<file path="src/rtl/pc_fetch_queue.sv">
// Program counter and instruction fetch with a small decoupling queue.
// Ports: clk/reset (async active-low); imem_* memory handshake with one
//   request outstanding at most; jump_*/branch_* redirects (jump wins);
//   if_valid/if_instr/if_pc/if_ready present the queue head to decode;
//   queue_count reports occupied entries.
module pc_fetch_queue #(
    parameter int                ADDR_W   = 32,
    parameter int                DATA_W   = 32,
    parameter logic [ADDR_W-1:0] RESET_PC = '0,
    parameter int                STEP     = 4,
    parameter int                DEPTH    = 4
) (
    input  logic                       clk,
    input  logic                       reset,
    output logic                       imem_req,
    output logic [ADDR_W-1:0]          imem_addr,
    input  logic                       imem_ack,
    input  logic [DATA_W-1:0]          imem_rdata,
    input  logic                       jump_valid,
    input  logic [ADDR_W-1:0]          jump_target,
    input  logic                       branch_valid,
    input  logic [ADDR_W-1:0]          branch_pc,
    input  logic [ADDR_W-1:0]          branch_offset,
    output logic                       if_valid,
    output logic [DATA_W-1:0]          if_instr,
    output logic [ADDR_W-1:0]          if_pc,
    input  logic                       if_ready,
    output logic [$clog2(DEPTH):0]     queue_count
);

    localparam int                PW      = $clog2(DEPTH);
    localparam logic [ADDR_W-1:0] STEP_A  = ADDR_W'(STEP);
    localparam logic [PW:0]       DEPTH_C = (PW+1)'(DEPTH);

    // KILL: the outstanding request was issued on a path that has since
    // been redirected, so its response must be dropped.
    typedef enum logic {RUN, KILL} state_t;

    state_t            state;
    logic [ADDR_W-1:0] fetch_pc;
    logic [PW-1:0]     rd_ptr;
    logic [PW-1:0]     wr_ptr;
    logic [PW:0]       count;

    logic [DATA_W-1:0] q_instr [DEPTH];
    logic [ADDR_W-1:0] q_pc    [DEPTH];

    logic              redirect;
    logic [ADDR_W-1:0] target;
    logic              ack;
    logic              push;
    logic              pop;
    logic [PW:0]       count_next;
    logic [ADDR_W-1:0] fetch_pc_next;
    logic              can_issue;

    always_comb begin
        redirect = jump_valid | branch_valid;
        target   = jump_valid ? jump_target
                              : branch_pc + STEP_A + branch_offset;
        ack      = imem_ack & imem_req;
        push     = ack & (state == RUN) & ~redirect;
        pop      = if_valid & if_ready;

        if (redirect) begin
            count_next = '0;
        end else begin
            count_next = count + (PW+1)'(push) - (PW+1)'(pop);
        end

        if (redirect) begin
            fetch_pc_next = target;
        end else if (push) begin
            fetch_pc_next = imem_addr + STEP_A;
        end else begin
            fetch_pc_next = fetch_pc;
        end

        can_issue = count_next < DEPTH_C;
    end

    always_ff @(posedge clk or negedge reset) begin
        if (!reset) begin
            state     <= RUN;
            fetch_pc  <= RESET_PC;
            imem_req  <= 1'b0;
            imem_addr <= RESET_PC;
            rd_ptr    <= '0;
            wr_ptr    <= '0;
            count     <= '0;
        end else begin
            fetch_pc <= fetch_pc_next;
            count    <= count_next;

            if (redirect) begin
                rd_ptr <= '0;
                wr_ptr <= '0;
            end else begin
                if (push) wr_ptr <= wr_ptr + PW'(1);
                if (pop)  rd_ptr <= rd_ptr + PW'(1);
            end

            unique case (state)
                RUN: begin
                    if (imem_req && !ack) begin
                        // Request still in flight: hold it; a redirect
                        // now means its data belongs to a stale path.
                        if (redirect) state <= KILL;
                    end else begin
                        imem_req  <= can_issue;
                        imem_addr <= fetch_pc_next;
                    end
                end
                KILL: begin
                    if (ack) begin
                        state     <= RUN;
                        imem_req  <= can_issue;
                        imem_addr <= fetch_pc_next;
                    end
                end
                default: state <= RUN;
            endcase
        end
    end

    // Storage needs no reset: entries are only visible while counted.
    always_ff @(posedge clk) begin
        if (push) begin
            q_instr[wr_ptr] <= imem_rdata;
            q_pc[wr_ptr]    <= imem_addr;
        end
    end

    always_comb begin
        if_valid    = count != '0;
        if_instr    = if_valid ? q_instr[rd_ptr] : '0;
        if_pc       = if_valid ? q_pc[rd_ptr] : '0;
        queue_count = count;
    end

endmodule

</file>
<file path="config.mk">
export PLATFORM = sky130hd
export DESIGN_NAME = pc_fetch_queue
export DESIGN_NICKNAME = d
export VERILOG_FILES = /design/src/rtl/pc_fetch_queue.sv
export SDC_FILE = /design/constraint.sdc
export NUM_CORES = 1
export LEC_CHECK = 0
export CAP_MARGIN = 20
export CORE_MARGIN = 1
export CORE_UTILIZATION = 55
export DETAILED_ROUTE_END_ITERATION = 10
export HOLD_SLACK_MARGIN = 0.03
export PLACE_DENSITY = 0.89
export SLEW_MARGIN = 20
export SYNTH_ARGS = -nofsm -noshare
export SYNTH_HDL_FRONTEND = slang
export SYNTH_SLANG_ARGS = --single-unit
</file>
<file path="constraint.sdc">
create_clock -name clk -period 4.78 [get_ports clk]
set_clock_uncertainty 0.05 [all_clocks]
set_input_delay 0.956 -clock clk [delete_from_list [all_inputs] [get_ports clk]]
set_output_delay 0.956 -clock clk [all_outputs]
set_load 0.05 [all_outputs]
</file>
; ---- After elaboration in Yosys (flattened, before gate mapping)
; Memories as Yosys holds them, arrays and structs flattened.
; Index checks and enable logic that the tools add are counted.
[classes]
n_eq_ne = 2
reduce_logical = 6
bitwise_logic = 7
n_mux = 22
addsub = 7
n_lt_le_gt_ge = 1
[op_table]
columns = operator, count
row1 = two-way mux 32 bit, 7
row2 = adder 32 x 3 -> 32 bit (second input constant), 2
row3 = one-hot mux 32 bit (2 select lines), 1
row4 = adder 32 bit, 1
row5 = two-way mux 2 bit, 4
row6 = two-way mux 1 bit, 7
row7 = adder 2 x 1 -> 2 bit (second input constant), 2
row8 = AND 1 bit, 4
row9 = one-hot mux 1 bit (2 select lines), 2
row10 = nonzero test 2 bit, 2
row11 = adder 3 x 1 -> 3 bit, 1
row12 = less-than comparator 3 bit (second input constant), 1
row13 = two-way mux 3 bit, 1
row14 = nonzero test 3 bit, 1
row15 = subtractor 3 x 1 -> 3 bit, 1
row16 = != test 2 x 1 -> 1 bit (second input constant), 1
row17 = != test 2 bit (second input constant), 1
row18 = NOT 1 bit, 2
row19 = AND reduction 2 bit, 1
row20 = logical AND 1 bit, 1
row21 = logical NOT 1 bit, 1
row22 = bitwise OR 1 bit, 1
[totals]
n_memories = 2
output_inout_bits = 101
mem_bits_rw = 256
inputBits = 134
regBits = 73
[mem_list]
columns = memory, depth, width, rd, rd_ports_with_merged_regs, wr, line_no
row1 = q_instr, 4, 32, 1, 0, 1, 45  ; logic [DATA_W-1:0] q_instr [DEPTH];
row2 = q_pc, 4, 32, 1, 0, 1, 46  ; logic [ADDR_W-1:0] q_pc [DEPTH];

; ---- Logic depth before layout (Yosys ltp)
; Gate-level depths: netlist (run 1).
[logic_depth]
ltp_word = 9
depth_mapped = 15
depth_no_buf = 14

; ---- Least setup slack after synthesis (run 1)
; No wires, ideal clock.
[synth_path]
path_type = in2reg
start = input imem_ack
end = memory q_instr[0][0], enable pin
setup_time_ns = 0.429
arrival_ns = 3.517
setup_slack_ns = 0.784
cell_stages = 5
path_cell_list = nand2_1 -> nor2_1 -> clkbuf_1 -> clkbuf_1 -> and3_1
[synth_via]
elab_chain_cells = 5
[synth_rtl]
columns = element, line_no
row1 = start: declaration, 17  ; input logic imem_ack,
row2 = AND 1 bit, 61  ; ack = imem_ack & imem_req;
row3 = AND 1 bit (2 in a row), 62  ; push = ack & (state == RUN) & ~redirect;
row4 = two-way mux 1 bit, 128  ; if (push) begin
row5 = two-way mux 1 bit (not written as such), 129  ; q_instr[wr_ptr] <= imem_rdata;
row6 = end: declaration, 45
; Every way passes these cells.

; ---- Final worst setup path (run 1)
[layout_path]
start = register rd_ptr[0]
end = output if_pc[14]
[layout_via]
elab_chain_cells = 2
[layout_rtl]
columns = element, line_no
row1 = start: declaration, 41  ; logic [PW-1:0] rd_ptr;
row2 = start signal: assignment, 100  ; if (pop) rd_ptr <= rd_ptr + PW'(1);
row3 = memory read (4 x 32 bit), --
row4 = two-way mux 32 bit, 137  ; if_pc = if_valid ? q_pc[rd_ptr] : '0;
row5 = end: declaration, 26  ; output logic [ADDR_W-1:0] if_pc,
; Every way passes these cells.

==> results of run 1 <==
metrics by stage:
stage | util [%] | hold WS [ps] | std cells
after floorplan | - | 409 | 1125
after global routing | 70.0 | 398 | 1756
after CTS | 70.0 | 464 | 1756
after global placement | 66.4 | 450 | 1700
final | 70.0 | 363 | 1756
after detailed placement | 66.4 | 449 | 1700
where the power goes:
part | total, mW | switching, mW | internal, mW | leakage [nW]
logic | 1.28 | 0.759 | 0.520 | 3.26
registers | 3.43 | 0.180 | 3.25 | 3.18
clock network | 2.41 | 1.04 | 1.37 | 0.474
worst paths after layout:
| kind | startpoint | end | slack [ps] |
|---|---|---|---|
| max | rd_ptr[0]$_DFFE_PN0P_ | if_pc[14] | 750 |
| min | reset | imem_addr[1]$_DFFE_PN0P_ | 360 |
| max reg2reg | queue_count[1]$_DFF_PN0_ | imem_req$_DFFE_PN0P_ | 1530 |
| min reg2reg | fetch_pc[21]$_DFF_PN0_ | fetch_pc[21]$_DFF_PN0_ | 470 |
| max in group asynchronous | reset | imem_addr[26]$_DFFE_PN0P_ | 3520 |
| min in group clk | fetch_pc[21]$_DFF_PN0_ | fetch_pc[21]$_DFF_PN0_ | 470 |
layout by cell type (no fill, tap or decap), types with 6 or more instances in the layout:
cell type        count
mux4_2              64
a22oi_1              6
nand2_1             69
a31oi_1             12
dfrtp_1             71
xor2_1              13
nor2b_1             10
nand2b_1             7
ha_1                68
clkbuf_16           31
and2_1              74
edfxtp_1           256
o21a_1              10
buf_4               10
nand4_1             11
nand3_1             21
xnor2_1             32
nor2_1              58
inv_1               27
a211oi_1            25
clkdlybuf4s50_1    232
o31ai_1             13
mux2_2              16
o211ai_1             9
buf_12               6
or3_1                6
a21oi_1             44
o21ai_0             33
and3_1               7
nor3_1              13
a21o_1              10
cells by family after synthesis:
family	share of synthesized area [%]
buffers and inverters	2.30
XOR/XNOR	2.48
flip-flops	59.8
AO/OA/AOI/OAI	9.18
adder cells (fa/ha/maj)	5.60
multiplexers	10.5
AND/OR/NAND/NOR	10.2
critical path: stages (launching register included):
cell and delay (ps):
dfrtp_4 630, buf_4 370, mux4_2 550, and2_1 170
clkdlybuf4s50_1 750
layout make-up:
type,count,area [um2]
Tap cell,378,473
Clock inverter,22,204
Fill cell,1901,8420
Inverter,27,101
Sequential cell,329,9520
Multi-Input combinational cell,717,6050
Timing Repair Buffer,249,2520
Clock buffer,34,797
flip-flops by register name (all words and copies together) (netlist names):
signal       cells
imem_addr       32
wr_ptr           2
queue_count      3
rd_ptr           2
q_pc           128
q_instr        128
fetch_pc        32
imem_req         1
state            1
routing by layer:
metal  vias up  part of all wire (%)  track usage, %
met5         -                     0               0
met4         0                   2.8            8.12
met3        74                   7.5            3.71
met2       471                    48            41.1
met1      5183                    42            34.5
li1       4804                     -               -
==> impl_metrics.csv, run 1 <==
group,metric,value,unit
status,run_status,"finished clean",
setup_path,end_kind,"output pin",
setup_path,cp_max_fo,16,
routing,postRouteAntennaNets,0,
setup_path,cp.arrival,3020,ps
yosys,synth_common_cells,"edfxtp_1 (256), and2_1 (74), dfrtp_1 (73)",
layout,fin_nets,1559,
yosys,seq_area_frac_synth,59.8,%
die,core,28100,um2
die,initial_utilization,56.7,%
cts,cts_tree,"yes",
yosys,syn_nets,1329,
yosys,synth_largest_area_cell,"edfxtp_1",
sta,setup_slack,753,ps
yosys,ys_ff_latch,329,
hold_path,hold_path.class,"input port to asynchronous set/reset pin",
cts,clk_latency,550,ps
yosys,ys_types,79,
sta,relSlewSlack,38.2,%
cts,cts_buffer_depth,3,
die,die_w,172,um
layout,drive_gt1_share,12.6,%
yosys,yosysMostFrequentCell,"edfxtp_1",
global_routing,grt.total_usage,25.0,%
sta,rsz0062_at_grt,"no",
placement,place_ws,532,ps
yosys,yosysWarnings,0,
sta,finalCritPeriodShare,84.2,%
die,rows,61,
routing,drtIter0Drc,914,
sta,hold_viol,0,
sta,clock.fmax,0.248,GHz
cts,cts-buffers-inserted,31,
die,dieArea,29600,um2
setup_path,worst-r2r-cell-count,12,
setup_path,critPathRequiredTime,3770,ps
cts,path_clk_slew,70,ps
global_routing,grt_pass1_vias,10500,
yosys,yosysTopAreaCellShare,48.3,%
power_and_ir_drop,power_leakage,6.91,nW
setup_path,path_class,"flop to output pin",
sta,min_period,4030,ps
placement,port_buffers,234,
power_and_ir_drop,fin_total_pwr,7.11,mW
layout,syn_to_final_growth,23.6,%
layout,final_area,19700,um2
cts,htree_num_levels,1,
yosys,synth.avg_cell_area,14.1,um2
routing,wl_per_cell,20.7,um
sta,tightest_slew,924,ps
die,ios,235,
routing,vias,10500,
cts,cts_hold_buf,0,
cts,cts_setup_buffers,0,
sta,setup_tns,0,ps
cts,cts-root-buf,"clkbuf_16",
global_routing,grt_max_degree,67,
cts,cts.sinks,329,
global_routing,antenna_found_initial,0,
routing,routed_wl,36.4,mm
global_routing,grt_overflow,0,
yosys,synth_cells,1125,
routing,via_per_inst,6.00,
placement,gp_congestion,0.952,
setup_path,start_kind,"flop",
run,maxCapViolations,0,
yosys,syn_area,15900,um2
placement,post-dp-hpwl,24.1,mm
placement,place_area,18700,um2
cts,cts_resized,0,
yosys,synth_flop_cell,"edfxtp_1",
power_and_ir_drop,power_density,362,nW/um2
yosys,async_flop_share,22.2,%
yosys,synth_edf_count,256,
sta,setup_viol,0,
sta,maxSlewViolCount,0,
routing,drcViolationCount,0,
die,fp.dieH,172,um
layout,num_antenna_cells,0,
yosys,synth_area_leaders,"edfxtp_1 (48%), dfrtp_1 (11%), mux4_2 (9.1%)",
power_and_ir_drop,irDropWorstVdd,0.000317,V
routing,first_pass_iters,5,
global_routing,grt_pass1_wl,56.8,mm
No activity file was read; power rests on OpenSTA's default activity.
==> run 2, diff against run 1 <==
--- a/config.mk
+++ b/config.mk
@@ -7,10 +7,10 @@
 export LEC_CHECK = 0
 export CAP_MARGIN = 20
 export CORE_MARGIN = 1
-export CORE_UTILIZATION = 55
+export CORE_UTILIZATION = 50
 export DETAILED_ROUTE_END_ITERATION = 10
 export HOLD_SLACK_MARGIN = 0.03
-export PLACE_DENSITY = 0.89
+export PLACE_DENSITY = 0.85
 export SLEW_MARGIN = 20
 export SYNTH_ARGS = -nofsm -noshare
 export SYNTH_HDL_FRONTEND = slang
==> constraint.sdc (replaced) <==
create_clock -name clk -period 3.7 [get_ports clk]
set_clock_uncertainty 0.05 [all_clocks]
set_input_delay 0.74 -clock clk [delete_from_list [all_inputs] [get_ports clk]]
set_output_delay 0.74 -clock clk [all_outputs]
set_load 0.05 [all_outputs]
==> impl_metrics.csv, run 2 (synthesis results as in run 1) <==
group,metric,value,unit
routing,drcViolationCount,0,
layout,final_common_cell,"edfxtp_1",
routing,first_pass_iters,6,
sta,rsz0062_at_grt,"no",
placement,port_buffers,234,
sta,holdWs,207,ps
global_routing,grt_max_degree,66,
global_routing,grt_pass1_wl,59.1,mm
cts,cts_buffer_depth,3,
layout,nFillCells,2195,
setup_path,worstPathCellList,"or3_2 -> buf_4 -> and2_1 -> clkdlybuf4s50_1",
layout,num_antenna_cells,0,
setup_path,cp.arrival,2820,ps
die,rows,64,
setup_path,critical-path-max-stage-delay,710,ps
layout,drive_gt1_share,16.4,%
sta,clock.fmax,0.277,GHz
cts,cts_hold_buf,0,
hold_path,hold_path.class,"input port to asynchronous set/reset pin",
power_and_ir_drop,power_leakage,7.35,nW
layout,syn_to_final_growth,26.8,%
status,run_status,"finished clean",
die,ios,235,
die,initial_utilization,51.5,%
routing,routed_wl,37.1,mm
sta,min_period,3610,ps
sta,setup_viol,0,
routing,vias,10700,
setup_path,path_class,"flop to output pin",
layout,ff_latch_area,9520,um2
routing,via_per_inst,5.78,
routing,drtIter0Drc,646,
cts,htree_num_levels,1,
layout,reg.largest.list,"q_instr (128), q_pc (128)",
routing,wl_per_cell,20.1,um
cts,cts_tree,"yes",
sta,tightest_slew,834,ps
cts,cts_setup_buffers,0,
layout,layout_common_cells,"edfxtp_1 (256), clkdlybuf4s50_1 (225), buf_4 (80), and2_1 (74), dfrtp_1 (71)",
die,dieArea,32500,um2
global_routing,grt_pass1_vias,10900,
cts,cts-buffers-inserted,31,
setup_path,cp_max_fo,65,
sta,hold_viol,0,
setup_path,end_kind,"output pin",
placement,post-dp-hpwl,25.9,mm
setup_path,critPathRequiredTime,2910,ps
power_and_ir_drop,irDropWorstVdd,0.000373,V
global_routing,grt.total_usage,23.1,%
global_routing,antenna_found_initial,0,
cts,cts-root-buf,"clkbuf_16",
layout,final_core_util,65.3,%
cts,cts.sinks,329,
setup_path,critPathSlowestCell,"clkdlybuf4s50_1",
routing,postRouteAntennaNets,0,
cts,path_clk_slew,60,ps
layout,fin_nets,1629,
run,maxCapViolations,0,
sta,maxSlewViolCount,0,
sta,finalCritPeriodShare,97.4,%
setup_path,start_kind,"flop",
cts,clk_latency,550,ps
placement,gp_congestion,0.895,
die,fp.dieH,180,um
layout,multi_input_area,6040,um2
sta,relSlewSlack,44.4,%
die,core,30900,um2
die,die_w,180,um
power_and_ir_drop,power_density,458,nW/um2
global_routing,grt_overflow,0,
[run 2: routing by layer]
layer	vias to the layer above	track usage [%]	wire length, um
met1	5235	32.0	16200
met5	-	0	0
li1	4943	-	-
met3	48	3.54	2540
met2	436	38.3	17700
met4	0	5.74	656
[run 2: worst max-delay path: cells and delay by family (launching register included)]
family                 cells  cell delay [ps]
AND/OR/NAND/NOR            2              780
flip-flops                 1              430
buffers and inverters      2             1020
[run 2: per-stage QoR]
step,area (um2),instances,power [mW],worst slack (ps),TNS (ps)
floorplan,15900,1125,5.48,310,0
global placement,19200,1788,6.20,-205,-1780
detailed placement,19200,1788,6.25,-330,-3820
CTS,20200,1845,9.28,45.1,0
global route,20200,1845,9.59,6.66,0
finish,20200,1845,9.23,94.8,0
[run 2: repair_timing]
item                       4_1_cts  5_1_grt
cloned                           0        0
gates resized for setup          3        5
setup endpoints to repair        9        5
pin swaps                        0        0
[run 2: layout make-up]
type                    instances  share of cell area, %
flip-flops and latches        329                   47.2
repair buffers                319                   15.0
well taps                     396                   2.46
inverters                      27                  0.502
multi-input cells             717                   30.0
clock inverters                22                  0.943
clock buffers                  35                   3.92
[run 2: where the power goes]
group          internal [mW]  total, mW  switching, mW
Combinational          0.760       1.78           1.02
Clock                   1.74       3.04           1.30
Sequential              4.20       4.41          0.217
[run 2: path summary, 6_finish.rpt]
path | start | end | slack, ps | cells after the start
setup / recovery | queue_count[1]$_DFF_PN0_ | if_pc[31] | 90 | 4
hold / removal | reset | fetch_pc[0]$_DFF_PN0_ | 210 | 1
setup reg to reg | imem_addr[2]$_DFFE_PN0P_ | fetch_pc[26]$_DFF_PN0_ | 550 | 8
hold reg to reg | fetch_pc[27]$_DFF_PN0_ | fetch_pc[27]$_DFF_PN0_ | 450 | 2
max in group asynchronous | reset | rd_ptr[0]$_DFFE_PN0P_ | 2550 | 2
min in group clk | fetch_pc[27]$_DFF_PN0_ | fetch_pc[27]$_DFF_PN0_ | 450 | 2
